$ cat src/rtl/sam_trace_pkg.sv
`default_nettype none
// ============================================================================
// Module   : sam_trace_pkg
// Purpose  : Shared types for the SAM trace buffer: FSM state encoding and
//            the trace-entry record stored in the FIFO.
// Config   : SAM_TRACE_TIMESTAMP_EN adds a 32-bit ts field to each entry.
// Revision : 1.0 - initial release
// ============================================================================
package sam_trace_pkg;

  // Widest PC / writeback value an entry can hold; the top zero-pads
  // narrower XLEN values into these fields.
  localparam int C_XLEN_MAX = 64;

  typedef enum logic [1:0] {
    ST_IDLE  = 2'd0,
    ST_ARMED = 2'd1,
    ST_RUN   = 2'd2,
    ST_DONE  = 2'd3
  } trace_state_t;

  typedef struct packed {
    logic [C_XLEN_MAX-1:0] npc;
    logic [C_XLEN_MAX-1:0] wb;
`ifdef SAM_TRACE_TIMESTAMP_EN
    logic [31:0]           ts;
`endif
  } trace_entry_t;

endpackage : sam_trace_pkg
`default_nettype wire

$ cat src/rtl/sam_trace_fifo.sv
`default_nettype none
// ============================================================================
// Module   : sam_trace_fifo
// Purpose  : DEPTH-entry FIFO of trace entries with occupancy count.
//            head is read straight from storage (no bypass from push_data).
// Ports    : clk, RN (async active-low reset), flush (clears pointers and
//            level, wins over push/pop), push/push_data, pop, head,
//            not_empty, drop (push refused because full), level.
// Revision : 1.0 - initial release
// ============================================================================
module sam_trace_fifo
  import sam_trace_pkg::*;
#(
  parameter int DEPTH = 16
) (
  input  logic                     clk,
  input  logic                     RN,
  input  logic                     flush,
  input  logic                     push,
  input  trace_entry_t             push_data,
  input  logic                     pop,
  output trace_entry_t             head,
  output logic                     not_empty,
  output logic                     drop,
  output logic [$clog2(DEPTH):0]   level
);

  localparam int AW = $clog2(DEPTH);

  trace_entry_t  r_mem [DEPTH];
  logic [AW-1:0] r_wr_ptr;
  logic [AW-1:0] r_rd_ptr;
  logic [AW:0]   r_level;

  logic w_full;
  logic w_empty;
  logic w_do_pop;
  logic w_do_push;

  assign w_full    = (r_level == (AW+1)'(DEPTH));
  assign w_empty   = (r_level == '0);
  // A pop on an empty FIFO is ignored; a push into a full FIFO only
  // succeeds when a pop frees the head slot in the same cycle.
  assign w_do_pop  = pop && !w_empty;
  assign w_do_push = push && (!w_full || w_do_pop);

  always_ff @(posedge clk or negedge RN) begin
    if (!RN) begin
      r_wr_ptr <= '0;
      r_rd_ptr <= '0;
      r_level  <= '0;
      for (int i = 0; i < DEPTH; i++) begin
        r_mem[i] <= '0;
      end
    end else if (flush) begin
      r_wr_ptr <= '0;
      r_rd_ptr <= '0;
      r_level  <= '0;
    end else begin
      if (w_do_push) begin
        r_mem[r_wr_ptr] <= push_data;
        r_wr_ptr        <= r_wr_ptr + 1'b1;
      end
      if (w_do_pop) begin
        r_rd_ptr <= r_rd_ptr + 1'b1;
      end
      case ({w_do_push, w_do_pop})
        2'b10:   r_level <= r_level + 1'b1;
        2'b01:   r_level <= r_level - 1'b1;
        default: r_level <= r_level;
      endcase
    end
  end

  assign head      = r_mem[r_rd_ptr];
  assign not_empty = !w_empty;
  assign drop      = push && !w_do_push;
  assign level     = r_level;

endmodule : sam_trace_fifo
`default_nettype wire

$ cat src/rtl/sam_trace_buffer.sv
`default_nettype none
// ============================================================================
// Module   : sam_trace_buffer
// Purpose  : Post-trigger trace capture of core next-PC / writeback values
//            into a FIFO, drained through a valid/ready read port.
// Ports    : clk, RN (async active-low reset), npc, wb_out, cap_en, arm,
//            trig, out_ready / out_valid, out_npc, out_wb, level, state,
//            ovf_cnt, out_ts (timestamp build only).
// Config   : SAM_TRACE_TIMESTAMP_EN adds a free-running 32-bit cycle
//            counter and the out_ts port.
// Revision : 1.0 - initial release
// ============================================================================
module sam_trace_buffer
  import sam_trace_pkg::*;
#(
  parameter int XLEN     = 32,   // must not exceed C_XLEN_MAX
  parameter int DEPTH    = 16,   // power of two, >= 2
  parameter int POST_CNT = 8,    // 1..255
  parameter int CHG_ONLY = 0
) (
  input  logic                   clk,
  input  logic                   RN,
  input  logic [XLEN-1:0]        npc,
  input  logic [XLEN-1:0]        wb_out,
  input  logic                   cap_en,
  input  logic                   arm,
  input  logic                   trig,
  input  logic                   out_ready,
  output logic                   out_valid,
  output logic [XLEN-1:0]        out_npc,
  output logic [XLEN-1:0]        out_wb,
  output logic [$clog2(DEPTH):0] level,
  output logic [1:0]             state,
  output logic [7:0]             ovf_cnt
`ifdef SAM_TRACE_TIMESTAMP_EN
  ,
  output logic [31:0]            out_ts
`endif
);

  trace_state_t r_state;
  trace_state_t w_state_nxt;

  logic [7:0]      r_post;
  logic [7:0]      r_ovf;
  logic [XLEN-1:0] r_last_npc;
  logic            r_last_vld;

  logic         w_win;
  logic         w_pass;
  logic         w_sample;
  logic         w_pop;
  logic         w_post_hit;
  logic         w_drop;
  logic         w_not_empty;
  trace_entry_t w_entry;
  trace_entry_t w_head;

  // The sample being counted now is the last one of the post-trigger window.
  assign w_post_hit = (({1'b0, r_post} + 9'd1) == 9'(POST_CNT));

  // A repeated npc is filtered only once a previous sample has been seen
  // since reset/arm, so the first sample always passes.
  assign w_pass = (CHG_ONLY == 0) || !r_last_vld || (npc != r_last_npc);

  // ---------------------------------------------------------------- state reg
  always_ff @(posedge clk or negedge RN) begin
    if (!RN) begin
      r_state <= ST_IDLE;
    end else begin
      r_state <= w_state_nxt;
    end
  end

  // ---------------------------------------------------------------- next state
  always_comb begin
    w_state_nxt = r_state;
    if (arm) begin
      w_state_nxt = ST_ARMED;
    end else begin
      unique case (r_state)
        // With POST_CNT=1 the triggering sample alone completes the window.
        ST_ARMED: if (trig) w_state_nxt = (w_sample && w_post_hit) ? ST_DONE : ST_RUN;
        ST_RUN:   if (w_sample && w_post_hit) w_state_nxt = ST_DONE;
        default:  w_state_nxt = r_state;
      endcase
    end
  end

  // ---------------------------------------------------------------- outputs
  always_comb begin
    w_win = 1'b0;
    unique case (r_state)
      ST_ARMED: w_win = trig;
      ST_RUN:   w_win = 1'b1;
      default:  w_win = 1'b0;
    endcase
    w_sample = w_win && cap_en && w_pass && !arm;
    w_pop    = out_ready && !arm;
  end

  // ---------------------------------------------------------------- counters
  always_ff @(posedge clk or negedge RN) begin
    if (!RN) begin
      r_post     <= '0;
      r_ovf      <= '0;
      r_last_npc <= '0;
      r_last_vld <= 1'b0;
    end else if (arm) begin
      r_post     <= '0;
      r_ovf      <= '0;
      r_last_vld <= 1'b0;
    end else begin
      // Dropped samples still advance the post-trigger count.
      if (w_sample) begin
        r_post     <= r_post + 8'd1;
        r_last_npc <= npc;
        r_last_vld <= 1'b1;
      end
      if (w_drop && (r_ovf != 8'hFF)) begin
        r_ovf <= r_ovf + 8'd1;
      end
    end
  end

`ifdef SAM_TRACE_TIMESTAMP_EN
  logic [31:0] r_cyc;

  always_ff @(posedge clk or negedge RN) begin
    if (!RN) begin
      r_cyc <= '0;
    end else begin
      r_cyc <= r_cyc + 32'd1;
    end
  end
`endif

  always_comb begin
    w_entry                 = '0;
    w_entry.npc[XLEN-1:0]   = npc;
    w_entry.wb[XLEN-1:0]    = wb_out;
`ifdef SAM_TRACE_TIMESTAMP_EN
    w_entry.ts              = r_cyc;
`endif
  end

  sam_trace_fifo #(
    .DEPTH (DEPTH)
  ) u_fifo (
    .clk       (clk),
    .RN        (RN),
    .flush     (arm),
    .push      (w_sample),
    .push_data (w_entry),
    .pop       (w_pop),
    .head      (w_head),
    .not_empty (w_not_empty),
    .drop      (w_drop),
    .level     (level)
  );

  // Pad bits above XLEN carry no information.
  logic w_unused_pad;
  assign w_unused_pad = ^{w_head.npc, w_head.wb};

  assign out_valid = w_not_empty;
  assign out_npc   = w_head.npc[XLEN-1:0];
  assign out_wb    = w_head.wb[XLEN-1:0];
`ifdef SAM_TRACE_TIMESTAMP_EN
  assign out_ts    = w_head.ts;
`endif
  assign state     = r_state;
  assign ovf_cnt   = r_ovf;

endmodule : sam_trace_buffer
`default_nettype wire
$ cat config.mk
export PLATFORM = sky130hd
export DESIGN_NAME = sam_trace_buffer
export DESIGN_NICKNAME = d
export VERILOG_FILES = /design/src/rtl/sam_trace_pkg.sv /design/src/rtl/sam_trace_fifo.sv /design/src/rtl/sam_trace_buffer.sv
export SDC_FILE = /design/constraint.sdc
export NUM_CORES = 1
export LEC_CHECK = 0
export CORE_MARGIN = 3
export CORE_UTILIZATION = 56
export DETAILED_ROUTE_END_ITERATION = 16
export PLACE_DENSITY = 0.74
export REMOVE_ABC_BUFFERS = 1
export SYNTH_ARGS = -nofsm -noshare
export SYNTH_HDL_FRONTEND = slang
export SYNTH_SLANG_ARGS = --single-unit
export TNS_END_PERCENT = 20
$ cat constraint.sdc
create_clock -name clk -period 4.91 [get_ports clk]
set_input_delay 0.491 -clock clk [delete_from_list [all_inputs] [get_ports clk]]
set_output_delay 0.491 -clock clk [all_outputs]
set_load 0.03 [all_outputs]
* Word-level counts from Yosys, hierarchy flattened
Cells that the tools add are included.
** Operators by class
- $add $sub $neg :: 7
- Multiply operators :: 0
- Div/mod/pow operators :: 0
- Order comparisons :: 3
- Eq/ne operators :: 9
- Shift operators :: 0
- Mux-type cells :: 22
- Bitwise operators :: 3
- Reductions and logical operators :: 23
** Operator list (count)
- $bwmux W2048 :: 1
- $bmux W128 S4 :: 1
- $demux W128 S4 :: 1
- $mux W96 :: 2
- $mux W128 :: 1
- $mux W8 :: 4
- $add A8 B1 Y8 const B :: 2
- $mux W4 :: 4
- $ge A5 B5 Y1 const B :: 2
- $not A4 Y5 :: 2
- $pmux W5 S2 :: 1
- $add A8 B1 Y9 const B :: 1
- $eq A9 B4 Y1 const B :: 1
- $logic_and A1 B1 Y1 :: 9
- $add A4 B1 Y4 const B :: 2
- $ne A8 B8 Y1 const B :: 1
- $reduce_bool A2 Y1 :: 4
- $mux W2 :: 3
- $ne A3 B3 Y1 const B :: 2
- $reduce_bool A3 Y1 :: 2
- $add A5 B1 Y5 const B :: 1
- $eq A5 B5 Y1 const B :: 1
- $logic_not A5 Y1 :: 1
- $lt A5 B1 Y1 const B :: 1
- 12 further kinds :: 17
** Storage, ports and cells
- Register bits after elaboration :: 2079
- Latch bits :: 0
- Bits in writable memories :: 0
- Memory bits (read-only) :: 0
- Input bits :: 70
- Output and inout bits :: 80
- Logic and storage cells :: 105
- Memories kept :: 0

* Depth between registers and ports, before layout
Gate-level depths: netlist of run 1.
- Depth in word-level cells :: 10
- Mapped depth :: 13
- Mapped depth without buffers :: 12

* Hierarchy
A second synthesis of run 1 with hierarchy kept.
** Unflattened totals
- Cell total of the unflattened synthesis :: 5759
- Area total of the unflattened synthesis :: 94040.2 µm²
** By module, submodules not included
- sam_trace_fifo :: instances 1, cells each 5645, area each 92989.2 µm², seq. area each 51574.5 µm²
- sam_trace_buffer :: instances 1, cells each 114, area each 1051.0 µm², seq. area each 450.4 µm²

* Least setup slack after synthesis of run 1
OpenSTA, ideal clock, no wires.
- Kind :: register -> register
- Start :: register r_state[1] (netlist: state[1])
- End :: register u_fifo.r_level[4] (netlist: u_fifo.level[4])
- Setup time :: 139 ps
- Arrival :: 2856 ps
- Data required time :: 4771 ps
- Slack :: 1915 ps
- Stages on the path, launching flop included :: 13
- Path buffers :: 1
- Clock period less this slack :: 2995 ps
- Cell sequence :: dfrtp_1 inv_1 ha_1 a21oi_1 or2_2 clkbuf_1 nand3_1 fa_1 nand2b_1 o2bb2ai_1 or3_1 a41oi_1 o31ai_1
** Between the ends
- Word-level cells in the longest chain between the ends :: 8
- Elaborated cells between the ends (all ways) :: 11
- Those cells by class :: eq/ne (4); mux (3); reduce/logical (4)
** RTL lines
- start: declaration :: line sam_trace_buffer.sv:41 : trace_state_t r_state;
- start signal: assignment :: line sam_trace_buffer.sv:71 : r_state <= w_state_nxt;
- $eq A2 B2 Y1 / $eq A2 B1 Y1 (equally long branches) :: line sam_trace_buffer.sv:93 : unique case (r_state)
- $pmux W1 S2 * :: line sam_trace_buffer.sv:93
- $logic_and A1 B1 Y1 * (2 in series) :: line sam_trace_buffer.sv:98 : w_sample = w_win && cap_en && w_pass && !arm;
- $logic_and A1 B1 Y1 * :: line sam_trace_fifo.sv:45 : assign w_do_push = push && (!w_full || w_do_pop);
- $eq A2 B1 Y1 / $eq A2 B2 Y1 (equally long branches) :: line sam_trace_fifo.sv:67 : case ({w_do_push, w_do_pop})
- $pmux W5 S2 :: line sam_trace_fifo.sv:67
- $mux W5 :: line sam_trace_fifo.sv:55 : end else if (flush) begin
- end signal: assignment :: line sam_trace_fifo.sv:68 : 2'b10: r_level <= r_level + 1'b1;
- end signal: assignment :: line sam_trace_fifo.sv:69 : 2'b01: r_level <= r_level - 1'b1;
- end signal: assignment :: line sam_trace_fifo.sv:70 : default: r_level <= r_level;
- end: declaration :: line sam_trace_fifo.sv:33 : logic [AW:0] r_level;
Mark *: on every way between the ends. The rest lies on a longest branch, timed or not.
A chain may end at the register's enable or synchronous reset.

* Worst setup path in the final report of run 1
- Start :: register u_fifo.r_rd_ptr[0]
- End :: output out_npc[1]
** Between the ends
- Word-level cells in the longest chain between the ends :: 4
** RTL lines
- start: declaration :: line sam_trace_fifo.sv:32 : logic [AW-1:0] r_rd_ptr;
- start signal: assignment :: line sam_trace_fifo.sv:65 : r_rd_ptr <= r_rd_ptr + 1'b1;
- $not A4 Y5 (implied by the code) :: line sam_trace_fifo.sv:75 : assign head = r_mem[r_rd_ptr];
- $bmux W128 S4 :: line sam_trace_fifo.sv:75
- $mux W96 (implied by the code) (2 in series) :: line sam_trace_fifo.sv:75
- end: declaration :: line sam_trace_buffer.sv:30 : output logic [XLEN-1:0] out_npc,
Every way passes these cells. The select of a mux whose other input is x is not followed.

==> results of run 1 <==
## timing repair
| item | CTS | global route |
|---|---|---|
| hold endpoints to repair | 99 | 0 |
| hold buffers | 1 | 0 |
| setup endpoints to repair | 0 | 0 |
## worst paths after layout
path | start | endpoint | slack [ns] | cells after the start
worst min-delay path | u_fifo.r_mem[522]$_DFFE_PN0P_ | u_fifo.r_mem[522]$_DFFE_PN0P_ | 0.49 | 1
worst min register to register | u_fifo.r_mem[522]$_DFFE_PN0P_ | u_fifo.r_mem[522]$_DFFE_PN0P_ | 0.49 | 1
min in group asynchronous | RN | u_fifo.r_mem[1429]$_DFFE_PN0P_ | 0.51 | 2
max in group asynchronous | RN | ovf_cnt[5]$_DFFE_PN0P_ | 3.01 | 3
worst max-delay path | u_fifo.r_rd_ptr[0]$_DFFE_PN0P_ | out_npc[1] | 0.64 | 4
worst max register to register | state[0]$_DFFE_PN0P_ | u_fifo.r_mem[30]$_DFFE_PN0P_ | 1.55 | 9
## flip-flops by register name, summed over array words and instances, names as in the netlist
name and cells:
state 2, u_fifo.r_rd_ptr 4, u_fifo.r_wr_ptr 4, u_fifo.r_mem 1024
ovf_cnt 8, u_fifo.level 5, r_post 8
## layout make-up
| class | instances | area share, % |
|---|---|---|
| antenna | 7 | 0.0320 |
| clock buffer | 158 | 5.73 |
| clock inverter | 48 | 1.37 |
| inverter | 11 | 0.0753 |
| multi-input combinational | 1520 | 37.9 |
| sequential | 1055 | 48.2 |
| tap | 1144 | 2.61 |
| timing repair buffer | 207 | 4.03 |
## synthesized netlist by cell type (all sizes together)
| cell | number |
|---|---|
| a2111oi | 1 |
| nor4 | 5 |
| clkbuf | 108 |
| and3 | 2 |
| nand4 | 7 |
| mux4 | 320 |
| mux2i | 3 |
| nor3 | 5 |
| a41oi | 1 |
| o22ai | 1 |
| or3 | 5 |
| xnor2 | 11 |
| clkinv | 1 |
| o211ai | 3 |
| nor2b | 3 |
| a21oi | 10 |
| or2 | 1 |
| o2bb2ai | 1 |
| mux2 | 1028 |
| nand3 | 20 |
| and4 | 1 |
| o21a | 2 |
| or4 | 4 |
| buf | 137 |
| ha | 13 |
| o21ai | 5 |
| o31ai | 4 |
| a31o | 1 |
| nor2 | 24 |
| inv | 10 |
| dfrtp | 1055 |
| xor2 | 8 |
| nand2b | 4 |
| fa | 1 |
| a31oi | 2 |
| a21o | 1 |
| nand2 | 22 |
| and2 | 1 |
## power by group
| part | switching, uW | total (uW) | internal, uW | leakage, uW |
|---|---|---|---|---|
| logic | 2780 | 5340 | 2550 | 0.00997 |
| clock network | 3500 | 8810 | 5310 | 0.00192 |
| registers | 320 | 9510 | 9190 | 0.0146 |
## per-stage QoR
stage	setup TNS (ns)	hold WS [ns]	std cells	cell area (um2)	utilization, %
3_3_place_gp	0	0.468	3936	50900	59.5
6_report	0	0.489	4150	54800	64.1
5_1_grt	0	0.507	4148	54800	64.1
3_5_place_dp	0	0.479	3936	50900	59.5
4_1_cts	0	0.492	4143	54800	64.0
2_1_floorplan	-442.84	0.195	2586	47200	-
## layer usage
| layer | track usage [%] | wire length [um] | vias up | share of wire, % |
|---|---|---|---|---|
| li1 | - | - | 10800 | - |
| met1 | 35.0 | 47800 | 14300 | 43 |
| met2 | 42.1 | 56300 | 547 | 50 |
| met3 | 4.09 | 4750 | 171 | 4.3 |
| met4 | 6.98 | 2640 | 4 | 2.4 |
| met5 | 0 | 30 | - | 0.027 |
## cell families (layout without fill, tap and decap cells)
kind of cell,count (synthesis),count (layout),share of synthesized area (%)
multiplexers,1351,1351,40.1
flip-flops,1055,1055,54.4
buffers and inverters,256,424,2.88
AND/OR/NAND/NOR,104,104,1.46
AO/OA/AOI/OAI,32,32,0.430
XOR/XNOR,19,19,0.343
adder cells (fa/ha/maj),14,14,0.376
other,0,7,0
==> flow_metrics.tcl, run 1 <==
set metrics [dict create \
    crit_family "buffers and inverters" \
    netlist.area_leader.share_pct 54.4 \
    startpoint_type "flip-flop" \
    relSlewSlack_pct 31.9 \
    crit_path_end_kind "primary output" \
    portBuffers 149 \
    fin_skew_ns 0.0233 \
    peakVddDrop_mv 0.328 \
    timing.fmax_mhz 234 \
    die_area_mm2 0.0903 \
    wl_per_cell_um 26.9 \
    syn_area_per_cell_um2 17.2 \
    gr-total-overflow 0 \
    grt_pass1_wl_um 175000 \
    tightest_slew_ns 1.02 \
    finalCritPeriodShare_pct 87.0 \
    n_fill_cell 5795 \
    cts.sinks 1055 \
    cp.arrival_ns 3.78 \
    hold_path_class "reg -> reg" \
    cp.buffers_inverters 2 \
    clkTransAtPathRegs_ns 0.06 \
    crit_fanout 77 \
    register_area_mm2 0.0264 \
    cts_made_buffers 110 \
    cap_violations 0 \
    drtIter0Drc 1767 \
    h-tree-depth 3 \
    first_pass_iters 5 \
    status "completed" \
    drc 0 \
    route.vias.total 25900 \
    grt_usage_pct 25.3 \
    first_global_vias 29000 \
    cts_resized 0 \
    crit_type "reg -> out" \
    leakage_uw 0.0265 \
    start_util_pct 56.8 \
    pin_count 150 \
    worstPathRequired_ns 4.42 \
    drt_wl_total_um 111000 \
    layout_common_cells "dfrtp_1, mux2_2, mux4_2" \
    core.rowCount 107 \
    rsz0062_at_grt "false" \
    hold_viol 0 \
    yosysUniqueCellTypes 50 \
    multi_input_area_mm2 0.0208 \
    ys_seq_area_share_pct 54.4 \
    post_cts_buffers 0 \
    yosysTopAreaCell "dfrtp_1" \
    coreArea_mm2 0.0855 \
    grt_antenna_before_repair 10 \
    place_ws_ns 1.09 \
    slowest_stage "clkdlybuf4s50_1" \
    dp.final_hpwl_um 60100 \
    setup_slack_ns 0.639 \
    fp.dieW_um 300 \
    synth_warnings 0 \
    cp_cell_sequence "buf_12 > mux4_2 > mux4_2 > clkdlybuf4s50_1" \
    place_congestion 0.763 \
    cp_common_cell "mux4_2" \
    ys_top_cells_by_area "dfrtp_1, mux2_2, mux4_2" \
    layout_commonest_cell "dfrtp_1" \
    setup_violations 0 \
    cts.root.buffer_cell "clkbuf_16" \
    period_minus_slack_ns 4.27 \
    final_nets 2989 \
    power.total_uw 23700 \
    syn_area_mm2 0.0486 \
    clk-insertion-delay-late_ns 0.68 \
    ant_nets 0 \
    avgViaCountPerCell 6.23 \
    report.final.slew_viol_count 0 \
    die_y_um 300 \
    netlist_instances 2831 \
    power_density_mw_per_mm2 432 \
    area_growth_pct 12.9 \
    drive_gt1_share_pct 53.1 \
    synth-seq-cells 1055 \
    cts_tree "yes" \
    cts_buffer_depth 3 \
    slowest_delay_ns 0.72 \
    grt_max_degree 141 \
]
Note: power is estimated with default switching activity, not from simulation.
==> inputs of run 2 (changes only) <==
- PLACE_DENSITY: 0.74 -> 0.75
==> flow_metrics.tcl, run 2 (synthesis gave the netlist of run 1 again) <==
set metrics [dict create \
    largest_reg_flops 1024 \
    route.vias.total 26000 \
    timing.critical_path.from "u_fifo.r_rd_ptr[0]$_DFFE_PN0P_" \
    fin_util_pct 64.3 \
    power_density_mw_per_mm2 431 \
    dp.final_hpwl_um 60300 \
    drtIter0Drc 1746 \
    area_growth_pct 13.2 \
    drt_wl_total_um 113000 \
    start_util_pct 56.8 \
    r2r_end "u_fifo.r_mem[148]$_DFFE_PN0P_" \
    clk-insertion-delay-late_ns 0.69 \
    peakVddDrop_mv 0.328 \
    place_congestion 0.765 \
    r2r_start "state[0]$_DFFE_PN0P_" \
    layout_common_cells "dfrtp_1, mux2_2, mux4_2" \
    crit_type "reg -> out" \
    cp.arrival_ns 3.77 \
    grt_pass1_wl_um 178000 \
    grt_util_met3_pct 4.21 \
    globalRouteMet2Util_pct 42.6 \
    die_area_mm2 0.0903 \
    hold_path_class "reg -> reg" \
    report.final.slew_viol_count 0 \
    startpoint_type "flip-flop" \
    relSlewSlack_pct 34.9 \
    tightest_slew_ns 0.977 \
    coreArea_mm2 0.0855 \
    hold_viol 0 \
    cts.sinks 1055 \
    largest_register "u_fifo.r_mem" \
    cts_made_buffers 109 \
    grt_antenna_before_repair 8 \
    status "completed" \
    final_nets 2993 \
    cts_resized 0 \
    leakage_uw 0.0265 \
    cts_tree "yes" \
    grt_util_met1_pct 35.8 \
    wl_per_cell_um 27.2 \
    grt_busiest_layer "met2" \
    first_global_vias 29300 \
    portBuffers 149 \
    die_y_um 300 \
    ant_nets 0 \
    drc 0 \
    reg2reg_setup_slack_ns 1.33 \
    core.rowCount 107 \
    crit_path_end_kind "primary output" \
    cap_violations 0 \
    gr-total-overflow 0 \
    fin_skew_ns 0.0192 \
    finalCritPeriodShare_pct 86.9 \
    endpoint "out_wb[7]" \
    layout_commonest_cell "dfrtp_1" \
    drive_gt1_share_pct 53.5 \
    cts_buffer_depth 3 \
    pin_count 150 \
    fp.dieW_um 300 \
    period_minus_slack_ns 4.26 \
    clkTransAtPathRegs_ns 0.06 \
    grt_usage_pct 25.7 \
    grt_max_degree 140 \
    h-tree-depth 3 \
    cts.root.buffer_cell "clkbuf_16" \
    rsz0062_at_grt "false" \
    n_fill_cell 5755 \
    setup_violations 0 \
    finalSetupTns_ns 0 \
    first_pass_iters 5 \
    avgViaCountPerCell 6.26 \
    hold_ws_ns 0.489 \
    reg2reg_depth 9 \
    worstPathRequired_ns 4.42 \
    crit_fanout 35 \
    timing.fmax_mhz 234 \
]
## run 2: cell count changes in the layout (fill, tap and decap cells not counted), sizes merged
cell	before	now
bufinv	16	13
buf	58	63
diode	7	4
clkinvlp	2	5
clkbuf	158	153
clkinv	28	30
## run 2: power breakdown
group | switching [uW] | total, uW | internal [uW]
Clock | 3530 | 8780 | 5250
Sequential | 403 | 9590 | 9180
Combinational | 2700 | 5330 | 2630
## run 2: how the worst min path moves through the flow
stage                     cells after the start                             end                           start  slack, ns
after floorplan                               0          ovf_cnt[0]$_DFFE_PN0P_                              RN       0.20
after detailed placement                      1   u_fifo.r_mem[518]$_DFFE_PN0P_   u_fifo.r_mem[518]$_DFFE_PN0P_       0.48
after global placement                        1   u_fifo.r_mem[522]$_DFFE_PN0P_   u_fifo.r_mem[522]$_DFFE_PN0P_       0.47
after CTS                                     4            state[0]$_DFFE_PN0P_                            trig       0.49
final                                         1   u_fifo.r_mem[518]$_DFFE_PN0P_   u_fifo.r_mem[518]$_DFFE_PN0P_       0.49
after global routing                          1  u_fifo.r_mem[1050]$_DFFE_PN0P_  u_fifo.r_mem[1050]$_DFFE_PN0P_       0.51
## run 2: metrics by stage
stage          instance area [um2]  setup slack, ns  std cells  power, uW
2_1_floorplan                47200            -6.58       2586      12700
3_3_place_gp                 51000             1.29       3941      15000
3_5_place_dp                 51000             1.17       3941      15200
4_1_cts                      55000            0.539       4145      24000
5_1_grt                      55000            0.480       4148      24700
6_report                     55000            0.645       4149      23700
## run 2: what timing repair did
item / 4_1_cts / 5_1_grt
setup buffers: 0 / 0
hold endpoints to repair: 97 / 0
hold buffers: 1 / 0
## run 2: worst max-delay path, cell delays in order, from the launching register on
cell             delay (ns)
dfrtp_4                0.99
buf_12                 0.34
mux4_2                 0.54
mux4_2                 0.56
clkdlybuf4s50_1        0.63
## run 2: cell type report
cell class / count / area (um2) / area share (%)
Timing Repair Buffer: 212 / 2370 / 4.32
Tap cell: 1144 / 1430 / 2.60
Clock buffer: 153 / 3190 / 5.81
Antenna cell: 4 / 10.0 / 0.0182
Clock inverter: 50 / 712 / 1.30
Multi-Input combinational cell: 1520 / 20800 / 37.8
Sequential cell: 1055 / 26400 / 48.1
Inverter: 11 / 41.3 / 0.0751
## run 2: per-layer routing
layer	wire, um	vias to the layer above
met4	2370	6
met2	57000	559
met1	48200	14400
li1	-	10800
met3	5220	157
met5	39	-
